## src/rtl/vram_write_arbiter_if.sv

```systemverilog
// Bundle of the CPU write path, GPU read path and shared VRAM port signals.
// The arbiter uses the slave modport; the surrounding system drives the master side.
interface vram_write_arbiter_if #(
  parameter int ADDR_W = 12,
  parameter int DEPTH  = 4
);
  logic                     cpu_write_valid;
  logic [ADDR_W-1:0]        cpu_write_address;
  logic [7:0]               cpu_write_data;
  logic                     cpu_write_ready;
  logic                     in_vblank;
  logic                     gpu_read_request;
  logic [ADDR_W-1:0]        gpu_read_address;
  logic                     gpu_read_grant;
  logic [ADDR_W-1:0]        vram_address;
  logic [7:0]               vram_data;
  logic                     vram_write_enable;
  logic [$clog2(DEPTH):0]   fifo_count;
  logic                     overflow;
  logic                     clear_overflow;

  modport master (
    output cpu_write_valid, cpu_write_address, cpu_write_data, in_vblank,
           gpu_read_request, gpu_read_address, clear_overflow,
    input  cpu_write_ready, gpu_read_grant, vram_address, vram_data,
           vram_write_enable, fifo_count, overflow
  );

  modport slave (
    input  cpu_write_valid, cpu_write_address, cpu_write_data, in_vblank,
           gpu_read_request, gpu_read_address, clear_overflow,
    output cpu_write_ready, gpu_read_grant, vram_address, vram_data,
           vram_write_enable, fifo_count, overflow
  );
endinterface

```

## src/rtl/vram_write_arbiter.sv

```systemverilog
// Shares the single VRAM port between buffered CPU writes and GPU reads.
// GPU reads win unless in vblank, the GPU is idle, or a queued write has starved too long.
module vram_write_arbiter #(
  parameter int ADDR_W       = 12,
  parameter int DEPTH        = 4,
  parameter int STARVE_LIMIT = 32
) (
  input logic                 clk,
  input logic                 rst,
  vram_write_arbiter_if.slave bus
);
  localparam int                PTR_W      = $clog2(DEPTH);
  localparam int                CNT_W      = PTR_W + 1;
  localparam logic [CNT_W-1:0]  FULL_COUNT = CNT_W'(DEPTH);
  localparam logic [7:0]        LIMIT      = 8'(STARVE_LIMIT);

  logic [ADDR_W-1:0] address_mem [DEPTH];
  logic [7:0]        data_mem    [DEPTH];
  logic [PTR_W-1:0]  read_ptr;
  logic [PTR_W-1:0]  write_ptr;
  logic [CNT_W-1:0]  count;
  logic [7:0]        wait_count;
  logic              overflow_flag;

  logic empty;
  logic full;
  logic force_write;
  logic drain;
  logic push;
  logic drop;

  // Fullness uses the pre-edge count, so a push at DEPTH is dropped even if a pop coincides.
  assign empty       = (count == '0);
  assign full        = (count == FULL_COUNT);
  assign force_write = (STARVE_LIMIT != 0) && (wait_count == LIMIT);
  assign drain       = !empty && (bus.in_vblank || !bus.gpu_read_request || force_write);
  assign push        = bus.cpu_write_valid && !full;
  assign drop        = bus.cpu_write_valid && full;

  always_ff @(posedge clk) begin
    if (push) begin
      address_mem[write_ptr] <= bus.cpu_write_address;
      data_mem[write_ptr]    <= bus.cpu_write_data;
    end
  end

  always_ff @(posedge clk) begin
    if (rst) begin
      read_ptr      <= '0;
      write_ptr     <= '0;
      count         <= '0;
      wait_count    <= '0;
      overflow_flag <= 1'b0;
    end else begin
      if (push) write_ptr <= write_ptr + 1'b1;
      if (drain) read_ptr <= read_ptr + 1'b1;

      case ({push, drain})
        2'b10:   count <= count + 1'b1;
        2'b01:   count <= count - 1'b1;
        default: count <= count;
      endcase

      // Saturates at the limit; a limit of zero leaves it parked at zero.
      if (empty || drain) wait_count <= '0;
      else if (wait_count != LIMIT) wait_count <= wait_count + 1'b1;

      if (drop) overflow_flag <= 1'b1;
      else if (bus.clear_overflow) overflow_flag <= 1'b0;
    end
  end

  assign bus.cpu_write_ready   = !full;
  assign bus.vram_write_enable = drain;
  assign bus.vram_address      = drain ? address_mem[read_ptr] : bus.gpu_read_address;
  assign bus.vram_data         = data_mem[read_ptr];
  assign bus.gpu_read_grant    = bus.gpu_read_request && !drain;
  assign bus.fifo_count        = count;
  assign bus.overflow          = overflow_flag;
endmodule

```

## src/flat_wrapper.sv

```systemverilog
// flat-port wrapper written by rule: the top's interface ports become plain ports
module vram_write_arbiter_flat 
#(
  parameter int ADDR_W       = 12,
  parameter int DEPTH        = 4,
  parameter int STARVE_LIMIT = 32
)
  (clk, rst, bus_cpu_write_valid, bus_cpu_write_address, bus_cpu_write_data, bus_in_vblank, bus_gpu_read_request, bus_gpu_read_address, bus_clear_overflow, bus_cpu_write_ready, bus_gpu_read_grant, bus_vram_address, bus_vram_data, bus_vram_write_enable, bus_fifo_count, bus_overflow);
  vram_write_arbiter_if #(.ADDR_W(ADDR_W), .DEPTH(DEPTH)) bus_i ();
  input logic clk;
  input logic rst;
  input wire logic [$bits(bus_i.cpu_write_valid)-1:0] bus_cpu_write_valid;
  input wire logic [$bits(bus_i.cpu_write_address)-1:0] bus_cpu_write_address;
  input wire logic [$bits(bus_i.cpu_write_data)-1:0] bus_cpu_write_data;
  input wire logic [$bits(bus_i.in_vblank)-1:0] bus_in_vblank;
  input wire logic [$bits(bus_i.gpu_read_request)-1:0] bus_gpu_read_request;
  input wire logic [$bits(bus_i.gpu_read_address)-1:0] bus_gpu_read_address;
  input wire logic [$bits(bus_i.clear_overflow)-1:0] bus_clear_overflow;
  output wire logic [$bits(bus_i.cpu_write_ready)-1:0] bus_cpu_write_ready;
  output wire logic [$bits(bus_i.gpu_read_grant)-1:0] bus_gpu_read_grant;
  output wire logic [$bits(bus_i.vram_address)-1:0] bus_vram_address;
  output wire logic [$bits(bus_i.vram_data)-1:0] bus_vram_data;
  output wire logic [$bits(bus_i.vram_write_enable)-1:0] bus_vram_write_enable;
  output wire logic [$bits(bus_i.fifo_count)-1:0] bus_fifo_count;
  output wire logic [$bits(bus_i.overflow)-1:0] bus_overflow;
  assign bus_i.cpu_write_valid = bus_cpu_write_valid;
  assign bus_i.cpu_write_address = bus_cpu_write_address;
  assign bus_i.cpu_write_data = bus_cpu_write_data;
  assign bus_i.in_vblank = bus_in_vblank;
  assign bus_i.gpu_read_request = bus_gpu_read_request;
  assign bus_i.gpu_read_address = bus_gpu_read_address;
  assign bus_i.clear_overflow = bus_clear_overflow;
  assign bus_cpu_write_ready = bus_i.cpu_write_ready;
  assign bus_gpu_read_grant = bus_i.gpu_read_grant;
  assign bus_vram_address = bus_i.vram_address;
  assign bus_vram_data = bus_i.vram_data;
  assign bus_vram_write_enable = bus_i.vram_write_enable;
  assign bus_fifo_count = bus_i.fifo_count;
  assign bus_overflow = bus_i.overflow;
  vram_write_arbiter #(.ADDR_W(ADDR_W), .DEPTH(DEPTH), .STARVE_LIMIT(STARVE_LIMIT)) u_core (.clk(clk), .rst(rst), .bus(bus_i));
endmodule
```

## config.mk

```make
export PLATFORM = sky130hd
export DESIGN_NAME = vram_write_arbiter_flat
export DESIGN_NICKNAME = d
export VERILOG_FILES = /design/src/rtl/vram_write_arbiter_if.sv /design/src/rtl/vram_write_arbiter.sv /design/src/flat_wrapper.sv
export SDC_FILE = /design/constraint.sdc
export NUM_CORES = 1
export LEC_CHECK = 0
export ABC_AREA = 1
export CAP_MARGIN = 30
export CORE_UTILIZATION = 30
export CTS_BUF_LIST = sky130_fd_sc_hd__clkbuf_4
export DETAILED_ROUTE_END_ITERATION = 10
export GPL_TIMING_DRIVEN = 0
export PLACE_DENSITY = 0.52
export SLEW_MARGIN = 10
export SYNTH_ARGS = -nofsm -noshare
export SYNTH_HDL_FRONTEND = slang
export SYNTH_SLANG_ARGS = --single-unit
```

## constraint.sdc

```tcl
create_clock -name clk -period 3.3 [get_ports clk]
set_input_delay 0.66 -clock clk [delete_from_list [all_inputs] [get_ports clk]]
set_output_delay 0.66 -clock clk [all_outputs]
set_load 0.05 [all_outputs]
```

## After elaboration in Yosys (flattened, before gate mapping)

Memory sizes are Yosys's and may differ from the RTL's. A register that Yosys moved wholly into a read port is not among the register bits.
Cells that the tools add are included.

- Bits in writable memories: 80
- Input port bits: 38
- Register bits: 16
- Word-level logic and storage cells: 42
- Memories kept: 2
- Output and inout bits: 27

Memory list:

| name | words | bits a word | read ports | clocked after Yosys merged registers in | wr ports | line | text |
|---|---|---|---|---|---|---|---|
| u_core.address_mem | 4 | 12 | 1 | 1 | 1 | vram_write_arbiter.sv:17 | `logic [ADDR_W-1:0] address_mem [DEPTH];` |
| u_core.data_mem | 4 | 8 | 1 | 1 | 1 | vram_write_arbiter.sv:18 | `logic [7:0] data_mem [DEPTH];` |

- Add/subtract/negate cells: 5
- Eq/ne operators: 5
- Mux-type cells: 10
- Reductions and logical operators: 15

Operators by type and width:

| cell | number |
|---|---|
| 12-bit two-way mux | 1 |
| 8-bit by 1-bit adder with 8-bit output, second input constant | 1 |
| 8-bit by 6-bit == test with 1-bit output, second input constant | 1 |
| 2-bit two-way mux | 4 |
| 8-bit by 6-bit != test with 1-bit output, second input constant | 1 |
| 3-bit case mux with 2 select lines | 1 |
| 2-bit by 1-bit adder with 2-bit output, second input constant | 2 |
| 1-bit logical AND | 4 |
| 1-bit logical NOT | 4 |
| 1-bit two-way mux | 4 |
| 2-bit nonzero test | 2 |
| 3-bit by 1-bit adder with 3-bit output, second input constant | 1 |
| 3-bit == test, second input constant | 1 |
| 3-bit logical NOT | 1 |
| 1-bit logical OR | 3 |
| 3-bit by 1-bit subtractor with 3-bit output, second input constant | 1 |
| 2-bit by 1-bit == test with 1-bit output, second input constant | 1 |
| 2-bit == test, second input constant | 1 |
| 2-bit OR reduction | 1 |

## Depth between registers and ports, before layout

- Depth in word-level cells: 6
- Gate-level depth with buffers: 17
- Mapped depth without buffers: 16

## Worst setup path before layout

No wires, ideal clock.

- Path kind: reg2reg
- Start point: register u_core.count[1], in the netlist u_core.bus.fifo_count[1]
- End point: memory u_core.address_mem[0][0], enable pin
- Stages on the path, launching flop included: 5
- Library setup time: 397 ps
- Arrival: 2286 ps
- Clock period less this slack: 2683 ps
- Slack: 617 ps
- Data required time: 2903 ps
- Path through: dfxtp_1 -> nor2_1 -> nand2_1 -> nand2_2 -> nor2_1

- Word-level cells in the longest chain between the ends: 5

Ends and longest elaborated chain:

| item | line | text |
|---|---|---|
| start, declared | vram_write_arbiter.sv:21 | `logic [CNT_W-1:0] count;` |
| start signal, assigned | vram_write_arbiter.sv:59 | `2'b10: count <= count + 1'b1;` |
| start signal, assigned | vram_write_arbiter.sv:60 | `2'b01: count <= count - 1'b1;` |
| start signal, assigned | vram_write_arbiter.sv:61 | `default: count <= count;` |
| 3-bit == test | vram_write_arbiter.sv:34 | `assign full = (count == FULL_COUNT);` |
| 1-bit logical NOT | - |  |
| net bus_cpu_write_ready | flat_wrapper.sv:19 | `output wire logic [$bits(bus_i.cpu_write_ready)-1:0] bus_cpu_write_ready;` |
| 1-bit logical AND | vram_write_arbiter.sv:37 | `assign push = bus.cpu_write_valid && !full;` |
| 1-bit two-way mux | vram_write_arbiter.sv:41 | `if (push) begin` |
| 1-bit two-way mux (not written as such) | vram_write_arbiter.sv:42 | `address_mem[write_ptr] <= bus.cpu_write_address;` |
| end, declared | vram_write_arbiter.sv:17 |  |

The timed path passes the listed nets, and every way through them passes these cells.

## Worst setup path after layout

- Start point: input bus_gpu_read_request
- End point: output bus_vram_write_enable

- Word-level cells in the longest chain between the ends: 4

Ends and longest elaborated chain:

| item | line | text |
|---|---|---|
| start, declared | flat_wrapper.sv:16 | `input wire logic [$bits(bus_i.gpu_read_request)-1:0] bus_gpu_read_request;` |
| 1-bit logical NOT | vram_write_arbiter.sv:36 | `assign drain = !empty && (bus.in_vblank \|\| !bus.gpu_read_request \|\| force_write);` |
| 1-bit logical OR (2 in series) | vram_write_arbiter.sv:36 |  |
| 1-bit logical AND | vram_write_arbiter.sv:36 |  |
| end, declared | flat_wrapper.sv:23 | `output wire logic [$bits(bus_i.vram_write_enable)-1:0] bus_vram_write_enable;` |

Every way passes these cells.

==> results.sh <==
export IMPL_ys_top_cells_by_count="edfxtp_1 (80), nor2_1 (57), nand2_1 (54)"
export IMPL_htree_levels=3
export IMPL_synth_edf_count=80
export IMPL_dieArea_um2=13800
export IMPL_root_buffer="clkbuf_4"
export IMPL_synth_area_per_cell_um2=11.2
export IMPL_dpl_hpwl_um=5880
export IMPL_max_slew_margin_pct=49.6
export IMPL_ys_top_cells_by_area="edfxtp_1 (60%), dfxtp_1 (9.0%), o21ai_0 (5.5%)"
export IMPL_period_minus_slack_ns=3.19
export IMPL_synth_warnings=0
export IMPL_yosysTopAreaCellShare_pct=60.0
export IMPL_grt_antenna_before_repair=1
export IMPL_worstSetupEndpointType="primary output"
export IMPL_post_cts_buffers=0
export IMPL_cts_buffer_depth=2
export IMPL_drive_gt1_share_pct=9.95
export IMPL_clock_skew_ns=0.0171
export IMPL_routedWlPerCell_um=14.4
export IMPL_p_leak_uw=0.00186
export IMPL_start_util_pct=31.2
export IMPL_place_congestion=0.695
export IMPL_die_h_um=118
export IMPL_first_iter_violations=133
export IMPL_fin_crit_sh_pct=96.7
export IMPL_seq_area_frac_synth_pct=69.0
export IMPL_ios=65
export IMPL_viasPerCell=4.55
export IMPL_netlist_area_um2=4010
export IMPL_vias=2800
export IMPL_grt_pass1_vias=2746
export IMPL_reg2reg_slack_ns=0.96
export IMPL_synthFlopType="edfxtp_1"
export IMPL_grt_overflow_total=0
export IMPL_tightestPinTransition_ns=0.755
export IMPL_firstDrtPassIters=4
export IMPL_fin_tns_setup_ns=0
export IMPL_setup_viol=0
export IMPL_crit_arrival_ns=2.53
export IMPL_area_growth_synth_to_final_pct=26.6
export IMPL_post_route_drc_count=0
export IMPL_clock_latency_ns=0.44
export IMPL_rsz0062_at_grt="no"
export IMPL_postSynth_asyncResetShare_pct=0
export IMPL_cp_start_kind="primary input"
export IMPL_synth_cells=358
export IMPL_syn_nets=404
export IMPL_hold_viol_final=0
export IMPL_cts_tree="yes"
export IMPL_wl_um=8880
export IMPL_power_density_nw_per_um2=857
export IMPL_status="completed"
export IMPL_grt_total_usage_pct=13.5
export IMPL_fin_cells=615
export IMPL_clk_pin_slew_ns=0.15
export IMPL_drv_cap=0
export IMPL_place_inst=598
export IMPL_grt_pass1_wl_um=14300
export IMPL_fillCellCount=1289
export IMPL_grt_max_degree=17
export IMPL_row_count=41
export IMPL_synth_largest_area_cell="edfxtp_1"
export IMPL_cts_buffers=9
export IMPL_cp_required_ns=2.64
export IMPL_final_max_slew_violation_count=0
export IMPL_io_buffers=64
export IMPL_num_nets_final=483
export IMPL_core_area_um2=12800
export IMPL_crit_fanout=11
export IMPL_synth_seq_cells=98
export IMPL_yosysMostFrequentCell="edfxtp_1"
export IMPL_hp_class="reg2reg"
export IMPL_synth_cell_type_count=23
export IMPL_cts_sink_count=98
export IMPL_fmaxAchievable_mhz=313
export IMPL_die_width_um=118
export IMPL_ir_worst_vdd_mv=0.395
export IMPL_worst_setup_path_type="in2out"
export IMPL_antenna_left=0
[registers in the layout, indices dropped and copies added, names as in the netlist, named ones only]
name / cells
u_core.address_mem: 48
u_core.data_mem: 32
u_core.wait_count: 8
u_core.bus.fifo_count: 3
u_core.read_ptr: 2
u_core.write_ptr: 2
u_core.bus.overflow: 1
[power breakdown]
part	switching, uW	internal (uW)
sequential	54.5	1500
combinational	1580	645
clock	399	166
total	2030	2310
[per-layer routing]
| metal | vias to the layer above | GRT usage [%] | share of wire, % |
|---|---|---|---|
| li1 | 1401 | - | - |
| met1 | 1331 | 17.1 | 46 |
| met2 | 58 | 22.9 | 49 |
| met3 | 10 | 2.08 | 3.5 |
| met4 | 0 | 6.01 | 1.4 |
| met5 | - | 0 | 0 |
[cells by family after synthesis]
group	after synthesis	synth area share (%)
DFF	98	69.0
and+or+nand+nor	132	13.6
AOI/OAI and AO/OA	78	10.4
buffers and inverters	42	4.34
adders and majority gates	8	2.69
[worst paths after layout]
path | cells after the start | to | from
max reg2reg | 16 | u_core.bus.fifo_count[2] | u_core.wait_count[1]
min reg2reg | 2 | u_core.bus.overflow | u_core.bus.overflow
min | 2 | u_core.bus.overflow | u_core.bus.overflow
max | 8 | bus_vram_write_enable | bus_gpu_read_request
[timing repair]
action,4_1_cts,5_1_grt
setup endpoints to repair,13,9
hold buffers,0,0
gates resized for setup,14,17
pin swaps,0,0
endpoints found under the hold margin,0,0
[cells in the final DEF, fill, tap and decap left out, drive strengths merged]
| cell type | n |
|---|---|
| edfxtp | 80 |
| nor2 | 59 |
| nand2 | 58 |
| clkdlybuf4s50 | 47 |
| o21ai | 44 |
| inv | 28 |
| clkbuf | 22 |
| o22ai | 20 |
| dfxtp | 18 |
| a21oi | 13 |
| dlygate4sd2 | 12 |
| nand3 | 7 |
| ha | 7 |
| buf | 6 |
| nor3 | 5 |
| dlymetal6s2s | 5 |
| clkinv | 5 |
| or2 | 2 |
| diode | 1 |
| nand4 | 1 |
| a21boi | 1 |
| fa | 1 |
| clkinvlp | 1 |
[critical path, cell delays in order]
cell and delay, ns:
clkdlybuf4s50_1 0.45, inv_1 0.05, nor2_1 0.22, nand2_4 0.11
nand2_4 0.10, clkinv_4 0.07, buf_6 0.15, clkdlybuf4s50_1 0.71
[layout make-up]
| class | instances | area [um^2] | share of cell area (%) |
|---|---|---|---|
| Antenna cell | 1 | 2.50 | 0.0493 |
| Buffer | 14 | 73.8 | 1.46 |
| Clock buffer | 10 | 75.1 | 1.48 |
| Clock inverter | 6 | 42.5 | 0.839 |
| Inverter | 28 | 110 | 2.17 |
| Multi-Input combinational cell | 218 | 1080 | 21.3 |
| Sequential cell | 98 | 2760 | 54.5 |
| Tap cell | 172 | 215 | 4.24 |
| Timing Repair Buffer | 68 | 711 | 14.0 |
[metrics by stage]
stage               instance area (um^2)  hold slack, ns  setup slack (ns)  utilization, %  total power (uW)
finish                              5070           0.475             0.110            39.5              4350
detailed placement                  4940           0.456            -0.125            38.5              3910
floorplan                           4010           0.430             0.617               -              3090
global route                        5070           0.497          0.000761            39.5              4610
CTS                                 5050           0.476          0.000406            39.4              4410
global placement                    4860           0.441           -0.0933            37.9              3860
No activity file was read; power rests on OpenSTA's default activity.
